==> config.mk <==
export PLATFORM = sky130hd
export DESIGN_NAME = reg_file
export DESIGN_NICKNAME = d
export VERILOG_FILES = /design/src/rtl/reg_file.sv
export SDC_FILE = /design/constraint.sdc
export NUM_CORES = 2
export LEC_CHECK = 0
export ABC_CLOCK_PERIOD_IN_PS = 2300
export BUFFER_PORTS_ARGS = -buffer_cell sky130_fd_sc_hd__buf_2
export CAP_MARGIN = 20
export CELL_PAD_IN_SITES_DETAIL_PLACEMENT = 1
export CELL_PAD_IN_SITES_GLOBAL_PLACEMENT = 2
export CORE_ASPECT_RATIO = 1.5
export CORE_MARGIN = 5
export CORE_UTILIZATION = 47
export DETAILED_ROUTE_END_ITERATION = 16
export HOLD_SLACK_MARGIN = 0.08
export PLACE_DENSITY_LB_ADDON = 0.2
export SLEW_MARGIN = 20
export SYNTH_ARGS = -nofsm -noshare
export SYNTH_HDL_FRONTEND = slang
export SYNTH_SLANG_ARGS = --single-unit
==> constraint.sdc <==
create_clock -name clk -period 2.3 [get_ports clk]
set_input_delay 0.115 -clock clk [delete_from_list [all_inputs] [get_ports clk]]
set_output_delay 0.115 -clock clk [all_outputs]
set_load 0.005 [all_outputs]
==> src/rtl/reg_file.sv <==
// reg_file: architectural registers with rename tags; `define REG_COMMIT_BYPASS_EN forwards same-cycle commits to reads
module reg_file #(
  parameter int ROB_SIZE_WIDTH = 3,
  parameter int REG_NUM = 32
) (
  input  logic                      clk,
  input  logic                      rst,
  input  logic                      rdy,
  input  logic                      clear,
  input  logic                      issue_valid,
  input  logic [4:0]                issue_rd,
  input  logic [ROB_SIZE_WIDTH-1:0] issue_rob_id,
  input  logic [4:0]                commit_rd,
  input  logic [ROB_SIZE_WIDTH-1:0] commit_rob_id,
  input  logic [31:0]               commit_value,
  input  logic [4:0]                rs1,
  input  logic [4:0]                rs2,
  output logic [31:0]               rs1_value,
  output logic [31:0]               rs2_value,
  output logic                      rs1_busy,
  output logic                      rs2_busy,
  output logic [ROB_SIZE_WIDTH-1:0] rs1_rob_id,
  output logic [ROB_SIZE_WIDTH-1:0] rs2_rob_id
);
  logic [31:0]               regs [REG_NUM];
  logic [REG_NUM-1:0]        busy;
  logic [ROB_SIZE_WIDTH-1:0] tag  [REG_NUM];
  logic                      hit1, hit2;
  always_ff @(posedge clk or negedge rst) begin
    if (!rst) begin
      busy <= '0;
      for (int i = 0; i < REG_NUM; i++) begin
        regs[i] <= '0;
        tag[i]  <= '0;
      end
    end else if (rdy) begin
      if (commit_rd != '0) regs[commit_rd] <= commit_value;
      for (int i = 1; i < REG_NUM; i++) begin
        if (clear) begin
          busy[i] <= 1'b0;
          tag[i]  <= '0;
        end else if (issue_valid && issue_rd == 5'(i)) begin
          busy[i] <= 1'b1;
          tag[i]  <= issue_rob_id;
        end else if (commit_rd == 5'(i) && tag[i] == commit_rob_id) begin
          busy[i] <= 1'b0;
        end
      end
    end
  end
`ifdef REG_COMMIT_BYPASS_EN
  assign hit1 = rdy && commit_rd != '0 && rs1 == commit_rd && busy[rs1] && tag[rs1] == commit_rob_id;
  assign hit2 = rdy && commit_rd != '0 && rs2 == commit_rd && busy[rs2] && tag[rs2] == commit_rob_id;
`else
  assign hit1 = 1'b0;
  assign hit2 = 1'b0;
`endif
  always_comb begin
    rs1_value  = hit1 ? commit_value : regs[rs1];
    rs2_value  = hit2 ? commit_value : regs[rs2];
    rs1_busy   = busy[rs1] && !hit1;
    rs2_busy   = busy[rs2] && !hit2;
    rs1_rob_id = rs1_busy ? tag[rs1] : '0;
    rs2_rob_id = rs2_busy ? tag[rs2] : '0;
  end
endmodule

==> impl_results.md <==
- Hold path startpoint: commit_rob_id[1]
- Clock Skews: ~22 ps
- Seq cells post-synth: roughly 1100
- Syn_nets: about 4200
- Setup violators final: 72
- Max_cap viols: 0
- I/O pin count: 135
- Via-per-instance ratio: between 6 and 7
- Number of DRC markers in iteration 0: 2779
- DP Cell Count: 5896
- Minimum clock period: 2750 ps
- Max Buffers Root-to-Sink: 3
- WL per Instance: 33.4 um
- Worst setup SP type: flip-flop
- Final worst slack: -450 ps
- CTS buffer count: roughly 120
- Largest net degree at the start of global routing: ~90
- Pwr dens: 818 nW/um^2
- CTS root buffer: clkbuf_16
- Worst path slowest cell: mux4_2
- Starting density of the core: approximately 47%
- Die Ht: between 400 and 500 um
- Clk sink count: 1148
- Top delay family on crit path: multiplexers
- Max H-tree Level: 3
- LEAKAGE: 0.0317 uW
- Area growth from synthesis to layout: 17.1%
- Synth cell types: between 50 and 60
- Clk slew on worst S/H paths: 70 ps
- EDFF count, synth: 0
- Worst R2R Path Depth: 4
- Worst vdd ir: roughly 0.71 mV
- Prevailing post-synth register cell: dfrtp_1
- Synth Instances: around 4200
- Initial antenna violation count: 3
- Worst-Margin Slew: 1010 ps
- Vias in the first global route: about 44000
- Critical Path RT: around 2200 ps
- Min-Delay Endpoint: busy[29]
- Yosys Warn Count: 4
- Final Max Tran Viols: 0
- Largest stage delay on the critical path: approximately 560 ps
- Reg2Reg Launch Point: tag[78]
- CP endpoint kind: output pin
- Fin cells: 6208
- Worst skew pair latency: roughly 750 ps
- Detailed Routing Iterations Pass 1: 5
- Final hold violations: 0
- Vias: between 40000 and 50000
- Flop2flop setup slack: between 600 and 700 ps
- WHS Path Cells: 5
- Fraction of registers with async set/reset: 100%
- Die Footprint: about 140000 um^2
- Post-synth top area share: between 40% and 50%
- FP Rows: 164
- RR Endpoint: busy[5]
- RSZ-0062 raised after global routing: yes
- CP bufs+invs: 2
- Final GP Congestion: around 0.85
- Crit path DAT: approximately 2600 ps
- DP HPWL: roughly 130000 um
- HP Class: in2reg
- Mean Syn Cell Area: 15.1 um^2
- Pre-CTS setup slack: -54.6 ps
- Port bufs: approximately 130
- Failing checks: negative setup slack
- DRC viols: 0
- Worst path depth: 7
- Sequential area share after synthesis: a little under half
- Setup TNS: -17190 ps
- First-pass GRT wire length: slightly above 300000 um
- Critical path, cell by cell: mux4_2, nor2_4, nor4_4, nor4_4, buf_4, a311oi_1, buf_2
- GRT Util Overall: between 20 and 30%
- Number of nets in the layout: 4434
- TritonCTS clock tree: done
- Core Box Area: 133000 um^2
- Share of cells above drive strength 1: ~58%
- Critical path class: reg2out
- Mapped cell area: between 60000 and 70000 um^2
- Status: finished, violations left
- Largest area contributor in the netlist: dfrtp_1
- CP max FO: 4
- Final ANT Viol Nets: 0
- Period utilisation layout: 120%
- Post-Route WL: about 210000 um
- Total grt overflow: 0
- Dominant cells by area after synthesis: dfrtp_1, mux4_2, mux2_2
- Max-Slew Margin vs Limit: roughly a third
- Die X: around 310 um
- Fmax: 0.364 GHz
- Most used cell, CP: nor4_4
-- final cells by class --
type                    count  area [um^2]
diodes                      4         10.0
clock buffers             175         3490
clock inverters            33          362
fillers                 12258        59500
inverters                  52          203
multi-input cells        2504        32700
flip-flops and latches   1148        28700
well taps                1743         2180
repair buffers            549         5810
-- power by group --
part           leakage, uW  total [uW]  internal, uW  switching [uW]
sequential          0.0148       26800         23900            2980
clock              0.00190       19400         11200            8280
combinational       0.0150       13800          8490            5290
-- worst max path at each step --
stage / slack (ps) / from / end
floorplan: 440 / rs2[1] / rs2_value[10]
global placement: -50 / rs1[0] / rs1_value[0]
detailed placement: -50 / rs1[0] / rs1_value[0]
CTS: -480 / tag[83] / rs1_rob_id[2]
global route: -510 / busy[15] / rs2_rob_id[0]
finish: -450 / busy[15] / rs2_rob_id[2]
-- layer usage --
metal  wire (um)  vias up  part of all wire [%]  GRT usage [%]
met3        9850      331                   4.8           3.13
li1            -    16378                     -              -
met4        7530        0                   3.6           9.69
met1       84500    22456                    41           40.1
met5           0        -                     0              0
met2      105000     1172                    51           49.6
-- worst register-to-register path: stages, from the launching register on --
cell	delay, ps
dfrtp_1	410
buf_4	150
xor2_1	150
or4_1	540
a32o_1	280
-- registers in the layout, summed over array words and instances, names as in the netlist --
| register | cells |
|---|---|
| regs | 1024 |
| busy | 31 |
| tag | 93 |
-- kinds of logic after synthesis --
group / share of synthesized area [%]
AND/OR/NAND/NOR: 3.19
flip-flops: 45.8
AO/OA/AOI/OAI: 2.13
buffers and inverters: 3.52
XOR/XNOR: 1.30
multiplexers: 44.1
-- per-stage QoR --
step                total power [uW]  utilization, %  hold slack (ps)  cell area [um^2]
finish                         60100            55.2              195             73500
global route                   62600            55.2              190             73500
CTS                            60300            54.9              131             73000
detailed placement             40000            50.9              129             67700
global placement               39300            50.9              105             67700
floorplan                      35400               -             -181             62700
-- cell usage in the layout (no fill, tap or decap), types with 37 or more instances in the layout --
master         count
dfrtp_1         1138
mux2_2          1016
mux4_2           686
buf_4            239
nand2_2          125
clkbuf_16        121
buf_12           116
nand2_1           82
buf_2             77
xor2_1            75
nor2_1            73
dlygate4sd3_1     58
buf_6             49
inv_1             48
o22ai_1           47
nand2_4           37
-- synth_stat cells (4+ instances only) --
library cell  count
dfrtp_1        1148
mux2_2         1016
mux4_2          686
clkbuf_1        251
nand2_1         244
buf_2           120
nor2_1           84
xor2_1           75
buf_1            56
inv_1            52
o22ai_1          47
mux2_1           36
a22oi_1          34
mux2i_1          34
a21oi_1          29
o21ai_0          21
and2_1           19
xnor2_1          18
nor3_1           17
nor2b_1          16
buf_4            15
buf_6            13
a221oi_1         12
nand3_1          10
o41ai_1          10
a21boi_0          8
or4_1             8
nand2b_1          7
nand4_1           7
a22o_1            5
nand4b_1          5
nor3b_1           5
a221o_1           4
a311oi_1          4
a32o_1            4
and3_1            4
o2bb2ai_1         4
or2_2             4
-- repair_timing --
item                                    4_1_cts  5_1_grt
endpoints found under the setup margin       72       77
pin swaps                                    40       38
hold buffers                                 59        0
gates cloned                                  0        2
gates resized for setup                     199       68
endpoints found under the hold margin      2006        0
buffers inserted                             17       23
(Power assumes the default switching activity.)
